## src/rtl/memory_access.sv

```systemverilog
// MA stage: request/ack data-memory access with byte/half lane steering,
// stall generation, combinational EX forwarding and the MA/WB register.
module memory_access #(
  parameter int NB_DATA           = 32,
  parameter int NB_ADDR_REGISTERS = 5,
  parameter int NB_CONTROL_MA     = 5,
  parameter int NB_CONTROL_WB     = 2,
  parameter int NB_CONTROL_MA_WB  = NB_CONTROL_MA + NB_CONTROL_WB
) (
  input  logic                         i_clk,
  input  logic                         i_reset,
  input  logic                         i_clk_en,
  input  logic [NB_CONTROL_MA_WB-1:0]  i_control_ma_wb,
  input  logic [NB_DATA-1:0]           i_result,
  input  logic [NB_DATA-1:0]           i_w_data_mem,
  input  logic [NB_ADDR_REGISTERS-1:0] i_rd_num,
  output logic                         o_mem_req,
  output logic                         o_mem_we,
  output logic [NB_DATA-1:0]           o_mem_addr,
  output logic [NB_DATA-1:0]           o_mem_wdata,
  output logic [3:0]                   o_mem_wstrb,
  input  logic                         i_mem_ack,
  input  logic [NB_DATA-1:0]           i_mem_rdata,
  output logic                         o_stall,
  output logic                         o_addr_err,
  output logic [NB_DATA-1:0]           o_ex_rd_data,
  output logic [NB_ADDR_REGISTERS-1:0] o_ex_rd_num,
  output logic                         o_ex_ctl_rw,
  output logic [NB_CONTROL_WB-1:0]     o_control_wb,
  output logic [NB_DATA-1:0]           o_rd_data,
  output logic [NB_ADDR_REGISTERS-1:0] o_rd_num
);

  typedef enum logic [1:0] {IDLE, ACCESS, DONE} state_t;
  state_t state, state_nxt;

  logic [NB_CONTROL_MA-1:0] ctl_ma;
  logic [NB_CONTROL_WB-1:0] ctl_wb;
  logic mem_read, mem_write, uns, mem_to_reg, reg_write;
  logic [1:0] size;
  logic is_byte, is_half, is_word, mem_op, misaligned, start;

  assign ctl_ma = i_control_ma_wb[NB_CONTROL_MA_WB-1 -: NB_CONTROL_MA];
  assign ctl_wb = i_control_ma_wb[NB_CONTROL_WB-1:0];
  assign {mem_read, mem_write, size, uns} = ctl_ma;
  assign {mem_to_reg, reg_write} = ctl_wb;

  assign is_byte    = (size == 2'b00);
  assign is_half    = (size == 2'b01);
  assign is_word    = size[1];
  assign mem_op     = mem_read | mem_write;
  assign misaligned = (is_half & i_result[0]) | (is_word & (|i_result[1:0]));
  assign start      = (state == IDLE) & mem_op & ~misaligned;

  assign o_stall      = start | (state == ACCESS);
  assign o_ex_rd_data = i_result;
  assign o_ex_rd_num  = i_rd_num;
  assign o_ex_ctl_rw  = reg_write & ~mem_to_reg;

  // store lane steering
  logic [NB_DATA-1:0] wdata_nxt;
  logic [3:0]         wstrb_nxt;
  always_comb begin
    wdata_nxt = i_w_data_mem;
    wstrb_nxt = 4'b1111;
    if (is_byte) begin
      wdata_nxt = {(NB_DATA/8){i_w_data_mem[7:0]}};
      wstrb_nxt = 4'b0001 << i_result[1:0];
    end else if (is_half) begin
      wdata_nxt = {(NB_DATA/16){i_w_data_mem[15:0]}};
      wstrb_nxt = i_result[1] ? 4'b1100 : 4'b0011;
    end
    if (!mem_write) wstrb_nxt = 4'b0000;
  end

  // lane/size/sign captured at request time so the extract does not depend
  // on the frozen EX/MA register
  logic [1:0]         ld_lane, ld_size;
  logic               ld_uns;
  logic [7:0]         byte_sel;
  logic [15:0]        half_sel;
  logic [NB_DATA-1:0] ld_ext, load_buf;
  always_comb begin
    byte_sel = i_mem_rdata[{ld_lane, 3'b000} +: 8];
    half_sel = i_mem_rdata[{ld_lane[1], 4'b0000} +: 16];
    if (ld_size[1])
      ld_ext = i_mem_rdata;
    else if (ld_size == 2'b01)
      ld_ext = {{(NB_DATA-16){~ld_uns & half_sel[15]}}, half_sel};
    else
      ld_ext = {{(NB_DATA-8){~ld_uns & byte_sel[7]}}, byte_sel};
  end

  always_comb begin
    state_nxt = state;
    case (state)
      IDLE:    if (start && i_clk_en) state_nxt = ACCESS;
      ACCESS:  if (i_mem_ack) state_nxt = DONE;
      DONE:    if (i_clk_en) state_nxt = IDLE;
      default: state_nxt = IDLE;
    endcase
  end

  always_ff @(posedge i_clk) begin
    if (i_reset) begin
      state        <= IDLE;
      o_mem_req    <= 1'b0;
      o_mem_we     <= 1'b0;
      o_mem_addr   <= '0;
      o_mem_wdata  <= '0;
      o_mem_wstrb  <= 4'b0000;
      o_addr_err   <= 1'b0;
      o_control_wb <= '0;
      o_rd_data    <= '0;
      o_rd_num     <= '0;
      ld_lane      <= 2'b00;
      ld_size      <= 2'b00;
      ld_uns       <= 1'b0;
      load_buf     <= '0;
    end else begin
      state <= state_nxt;
      if (start && i_clk_en) begin
        o_mem_req   <= 1'b1;
        o_mem_we    <= mem_write;
        o_mem_addr  <= {i_result[NB_DATA-1:2], 2'b00};
        o_mem_wdata <= wdata_nxt;
        o_mem_wstrb <= wstrb_nxt;
        ld_lane     <= i_result[1:0];
        ld_size     <= size;
        ld_uns      <= uns;
      end
      if (state == ACCESS && i_mem_ack) begin
        o_mem_req <= 1'b0;
        load_buf  <= ld_ext;
      end
      if (i_clk_en && state == IDLE && mem_op && misaligned)
        o_addr_err <= 1'b1;
      if (i_clk_en) begin
        if (o_stall) begin
          o_control_wb <= '0;
        end else begin
          o_control_wb <= {mem_to_reg, reg_write & ~(mem_op & misaligned)};
          o_rd_data    <= mem_to_reg ? load_buf : i_result;
          o_rd_num     <= i_rd_num;
        end
      end
    end
  end

endmodule

```

## config.mk

```make
export PLATFORM = sky130hd
export DESIGN_NAME = memory_access
export DESIGN_NICKNAME = d
export VERILOG_FILES = /design/src/rtl/memory_access.sv
export SDC_FILE = /design/constraint.sdc
export NUM_CORES = 1
export LEC_CHECK = 0
export ABC_AREA = 1
export CAP_MARGIN = 30
export CORE_MARGIN = 5
export CORE_UTILIZATION = 41
export DETAILED_ROUTE_END_ITERATION = 6
export GPL_TIMING_DRIVEN = 0
export HOLD_SLACK_MARGIN = 0.12
export MAX_ROUTING_LAYER = met4
export PLACE_DENSITY = 0.86
export SLEW_MARGIN = 30
export SYNTH_ARGS = -nofsm -noshare
export SYNTH_HDL_FRONTEND = slang
export SYNTH_SLANG_ARGS = --single-unit
```

## constraint.sdc

```tcl
create_clock -name i_clk -period 1.8 [get_ports i_clk]
set_clock_uncertainty 0.15 [all_clocks]
set_input_delay 0.36 -clock i_clk [delete_from_list [all_inputs] [get_ports i_clk]]
set_output_delay 0.36 -clock i_clk [all_outputs]
set_load 0.01 [all_outputs]
```

==> results by group, run 1 <==
Timing
  – Crit path time final: approximately 1900 ps
  – RSZ-0062 raised after global routing: true
  – Worst slew pin tran: ~710 ps
  – Final Max Tran Viols: 0
  – Period utilisation layout: 105.4%
  – Highest clock rate: 0.5270 GHz
  – Setup TNS: -123.0 ps
  – Final WS setup: -97.60 ps
  – Final Hold Fails: 0
  – Slew margin rel.: a little over half
  – Final Setup Violations: 3

Power and ir drop
  – Total power: just under 9000 uW
  – Leak: between 0.005 and 0.006 uW
  – Pwr dens: between 800 and 900 nW/um^2
  – Peak supply drop: ~0.00072 V

Final layout
  – Share of layout cells above drive strength 1: roughly 13%
  – Area Overhead vs Synth: 49.86%
  – Most frequent cells in the layout: 300 x nand2_1, 149 x nor2_1, 144 x dfxtp_1
  – Fin cells: ~1,500
  – Commonest non-fill, non-tap cell in the layout: nand2_1
  – Total Nets Final: between 1,000 and 1,500

Placed design
  – Placed insts: about 1,500
  – Port bufs: between 200 and 300
  – Post-DP HPWL: around 20 mm
  – Gpl congestion: 0.9331

Logic synthesis
  – Seq cells post-synth: roughly 150
  – Register area share after synthesis: a little over two fifths
  – Synthesis Warnings: 0
  – Unique masters post-synth: 28
  – Mapped Area: around 6900 um^2
  – Syn avg cell area: ~6.8 um^2
  – Synthesized instance count: between 1,000 and 1,500

CTS
  – Clock root cell: clkbuf_16
  – Sink Count: 147
  – Clock latency on the worst-skew pair: between 400 and 500 ps
  – Clock Path Buffers: 2
  – Worst-path clk slew: roughly 70 ps
  – Total CTS buffers: 17
  – CTS tree: yes
  – H-tree level count: 4

Global routing
  – Grt met3 use: 8.691%
  – Met1 usage: between 30% and 40%
  – Initial antenna violation count: 0
  – Vias in the first global route: ~7,700
  – Met2 Use GR: between 40% and 50%
  – Largest net degree at the start of global routing: 17
  – Overflow after GRT: 0
  – Most used routing layer: met2
  – Gr usage total: between 20% and 30%
  – First-pass GRT wire length: roughly 40 mm

Drt
  – Drt drc: 0
  – WL final: about 26 mm
  – Vias per cell: just over 5
  – Average wire per standard cell: approximately 17 um
  – Via count: 7,883
  – Starting DRT DRC Count: ~480
  – Antenna Nets Post-Route: 0
  – DRT Pass-1 Iters: 6

Critical path
  – CP required: 1290 ps
  – CP endpoint kind: output port
  – Max Fanout on Critical Path: 5
  – CP arrival: roughly 1400 ps
  – Setup Crit Path Kind: reg -> out
  – Startpoint types: flip-flop

Floorplanning
  – Initial core utilization: a little over two fifths
  – Core footprint: between 15,000 and 20,000 um^2
  – Die width: around 140 um
  – Die Y-Extent: between 100 and 150 um
  – Num ports: roughly 260
  – Row count: 47
  – Die ar.: a little under 20,000 um^2

Status
  – Failing checks: setup timing
  – Run status: complete, but fails checks

Min path
  – Hold Path Class: in -> reg

Run
  – MaxCap Viol Count: 0
## cell families (layout without fill, tap and decap cells)
logic type	after synthesis	after routing	share of synthesized area, %
simple gates	523	523	30.79
compound gates	198	198	15.30
buf+inv	153	452	11.44
flops	147	147	42.42
other cells	1	3	0.05406
## cells in the mapped netlist
cell | count | area share [%]
inv_1 | 44 | 2.4
nand4_1 | 38 | 3.4
buf_2 | 19 | 1.4
a31oi_1 | 1 | 0.090
nor3_2 | 1 | 0.14
nand2_1 | 304 | 16
nand3_2 | 1 | 0.14
nand2_4 | 2 | 0.32
nor2_2 | 2 | 0.18
a22oi_1 | 1 | 0.11
a21oi_4 | 1 | 0.23
buf_6 | 3 | 0.49
inv_4 | 1 | 0.090
dfxtp_1 | 147 | 42
nor2_1 | 151 | 8.2
clkinv_2 | 1 | 0.072
o211ai_1 | 7 | 0.76
nand3_1 | 16 | 1.2
inv_2 | 3 | 0.16
buf_1 | 6 | 0.32
nand2_2 | 7 | 0.63
a21oi_2 | 10 | 1.3
a21oi_1 | 82 | 5.9
conb_1 | 1 | 0.054
nor2_4 | 1 | 0.16
buf_4 | 45 | 4.9
clkbuf_1 | 31 | 1.7
o21ai_0 | 96 | 6.9
## where the power goes
group	internal, uW	switching [uW]
registers	3450	102
logic	782	996
clock network	1870	1590
total	6100	2690
## sequential cells by signal, summed over array words and instances, names as in the netlist, 2 cells and up
register	flops
ld_lane	2
ld_size	2
load_buf	32
o_control_wb	2
o_mem_addr	30
o_mem_wdata	32
o_mem_wstrb	4
o_rd_data	32
o_rd_num	5
state	2
## layer usage
layer | up-vias | routed length, um
met3 | 52 | 2656
met4 | 0 | 635
met1 | 3604 | 10280
li1 | 3834 | -
met5 | - | 0
met2 | 393 | 12500
## area by class of cell
cell class,instances,area (um^2)
inverter,49,196.4
clock buffer,18,439.2
clock inverter,14,137.6
sequential,147,2949
multi-input combinational,723,3254
tap,220,275.3
timing repair buffer,268,2509
buffer,103,631.9
antenna,1,2.502
fill,1542,6188
## worst paths after layout
check / cells past startpoint / to / slack (ps) / start
max: 7 / o_stall / -100 / state[1]$_SDFFE_PP0P_
min: 3 / o_mem_addr[2]$_SDFFE_PP0P_ / 80 / i_result[2]
max reg2reg: 8 / o_mem_wdata[15]$_SDFFE_PP0P_ / 70 / state[1]$_SDFFE_PP0P_
min reg2reg: 2 / o_rd_data[6]$_SDFFE_PP0P_ / 310 / o_rd_data[6]$_SDFFE_PP0P_
## worst max-delay path, cell delays in order (launching register included)
cell and delay, ps:
dfxtp_2 340, inv_4 80, nand2_4 60, nor2_4 120, nand2_4 70, buf_6 140
nand2_4 50, buf_6 90
## timing repair
item / CTS / global route
pin swaps: 1 / 4
endpoints found under the hold margin: 0 / 3
setup endpoints to repair: 251 / 109
gates cloned: 0 / 0
gates resized for setup: 192 / 40
buffers inserted: 1 / 9
hold buffers: 0 / 3
## per-stage QoR
| stage | util [%] | hold WS [ps] | setup WS, ps | instance area, um^2 |
|---|---|---|---|---|
| global route | 62.67 | 120.3 | -155.0 | 10390 |
| detailed placement | 58.90 | 289.7 | -942.3 | 9768 |
| finish | 62.68 | 84.96 | -97.60 | 10400 |
| CTS | 61.66 | 190.4 | -156.1 | 10230 |
| global placement | 58.90 | 292.0 | -927.4 | 9768 |
| floorplan | - | 275.7 | 200.6 | 6940 |
(Power assumes the default switching activity.)
==> run 2, diff against run 1 <==
DONT_BUFFER_PORTS = 1   (was not set)
GPL_ROUTABILITY_DRIVEN = 0   (was not set)
PLACE_DENSITY = 0.66   (was 0.86)
clock period = 2.4 ns   (was 1.8 ns; I/O delays follow)
==> run 2 against run 1 <==
  * The run now ends clean
  * Design area fell by 19%
  * Count of clock-buffer cells in the layout is 1 higher
  * Largest power group is now the clock network
  * Global-route usage fell by 1.5 points
  * Routed wire length fell by 5.3%
  * Via count is 10% lower
  * Power decreased by 24%
  * Critical path depth down 3
  * Critical path type unchanged
==> results by group, run 2 (synthesized netlist as in run 1, its figures left out) <==
Global routing
  – First-pass GRT wire length: about 38 mm
  – Initial antenna violation count: 0
  – Gr usage total: between 20% and 30%
  – Largest net degree at the start of global routing: 20
  – Overflow after GRT: 0
  – Vias in the first global route: ~6,800

CTS
  – Clock latency on the worst-skew pair: roughly 420 ps
  – H-tree level count: 4
  – Sink Count: approximately 150
  – CTS tree: yes
  – Clock root cell: clkbuf_16
  – Clock Path Buffers: 2
  – Post_cts resized: 0
  – Worst-path clk slew: about 60 ps
  – Total CTS buffers: 17

Critical path
  – Worst path cell trace: inv_1 > nand2_1 > buf_2 > nand2_1
  – Max Fanout on Critical Path: 19
  – CP endpoint kind: output port
  – Reg-to-reg slack, setup: 470 ps
  – CP dominant cell by count: nand2_1
  – Worst R2R Start: state[1]$_SDFFE_PP0P_
  – Setup Crit Path Kind: reg -> out
  – Reg2reg path depth: 7
  – Bufs and invs on worst path: 2
  – Cell family with most CP delay: buffers and inverters
  – Critical Path Slowest Stage Cell: buf_2
  – Worst r2r dst: load_buf[24]$_SDFFE_PP0P_
  – Startpoint types: flip-flop
  – CP required: between 1500 and 2000 ps
  – CP arrival: around 1500 ps
  – CP max stage delay: 360 ps

Timing
  – Final Setup Violations: 0
  – Final WS setup: ~270 ps
  – Final Hold Fails: 0
  – Worst slew pin tran: 703.0 ps
  – RSZ-0062 raised after global routing: false
  – Period utilisation layout: between 80% and 90%
  – Final Max Tran Viols: 0
  – Crit path time final: 2127 ps
  – Slew margin rel.: roughly 53%
  – Highest clock rate: roughly 0.47 GHz
  – Setup TNS: 0 ps

Drt
  – Drt drc: 0
  – Average wire per standard cell: ~19 um
  – Starting DRT DRC Count: roughly 540
  – Antenna Nets Post-Route: 0
  – WL final: roughly 25 mm
  – Vias per cell: 5.332
  – DRT Pass-1 Iters: 5
  – Via count: 7,081

Floorplanning
  – Die Y-Extent: between 100 and 150 um
  – Die width: approximately 140 um
  – Num ports: ~260
  – Die ar.: just under 20,000 um^2
  – Initial core utilization: between 40% and 50%
  – Core footprint: about 17,000 um^2
  – Row count: 47

Min path
  – Worst hold path startpoint: i_mem_rdata[30]
  – Hold Path Class: in -> reg
  – Cells on Worst Hold Path: 2
  – Hold Crit Endpoint: load_buf[30]$_SDFFE_PP0P_

Final layout
  – Most frequent cells in the layout: 304 x nand2_1, 151 x nor2_1, 147 x dfxtp_1
  – Share of layout cells above drive strength 1: 11.46%
  – Commonest non-fill, non-tap cell in the layout: nand2_1
  – Total Nets Final: about 1,200
  – Area Overhead vs Synth: 21.57%
  – Top Registers: load_buf: 32 flops, o_mem_wdata: 32 flops, o_rd_data: 32 flops
  – Number of antenna diodes: 0

Status
  – Run status: complete, no violations

Run
  – MaxCap Viol Count: 0

Placed design
  – Pre-CTS setup slack: just over 200 ps
  – Post-DP HPWL: 18.49 mm
  – Port bufs: 0

Power and ir drop
  – Peak supply drop: 0.0005593 V
  – Leak: ~0.0038 uW
  – Pwr dens: about 790 nW/um^2
-- run 2: timing repair --
action / in CTS / in global routing
hold buffers: 55 / 0
endpoints found under the hold margin: 59 / 0
setup endpoints to repair: 1 / 0
setup buffers: 0 / 0
-- run 2: final cells by class --
type / count / area [um^2]
Fill cell: 1709 / 8150
Multi-Input combinational cell: 723 / 3204
Timing Repair Buffer: 55 / 550.5
Clock inverter: 12 / 227.7
Sequential cell: 147 / 2943
Tap cell: 220 / 275.3
Clock buffer: 19 / 442.9
Inverter: 49 / 187.7
Buffer: 103 / 601.8
-- run 2: where the power goes --
group	internal [uW]	switching (uW)
clock network	1980	1090
registers	2590	162
logic	324	553
total	4890	1800
-- run 2: worst max path at each step --
| stage | startpoint | to | slack [ps] | cells past startpoint |
|---|---|---|---|---|
| finish | state[1]$_SDFFE_PP0P_ | o_stall | 270 | 4 |
| global placement | i_reset | o_rd_num[1]$_SDFFE_PP0P_ | 200 | 4 |
| CTS | state[1]$_SDFFE_PP0P_ | o_stall | 250 | 4 |
| floorplan | i_control_ma_wb[4] | o_stall | 570 | 7 |
| detailed placement | i_reset | state[0]$_SDFFE_PP0P_ | 200 | 4 |
| global route | state[1]$_SDFFE_PP0P_ | o_stall | 200 | 4 |
-- run 2: layer usage --
layer	wire length [um]	part of all wire, %	GRT usage, %	up-vias
met5	0	0	-	-
met4	563	2.3	7.241	0
met3	2344	9.5	8.010	43
met2	11330	46	38.97	346
met1	10450	42	31.11	3282
li1	-	-	-	3410
-- run 2: metrics by stage --
step / power (uW) / cell area [um^2] / instances / utilization, % / hold slack (ps)
finish: 6695 / 8433 / 1328 / 50.85 / 129.2
global route: 6955 / 8433 / 1328 / 50.85 / 129.8
CTS: 6719 / 8433 / 1328 / 50.85 / 121.0
detailed placement: 3590 / 7216 / 1243 / 43.51 / 291.8
global placement: 3580 / 7216 / 1243 / 43.51 / 290.7
floorplan: 3366 / 6940 / 1023 / - / 275.7
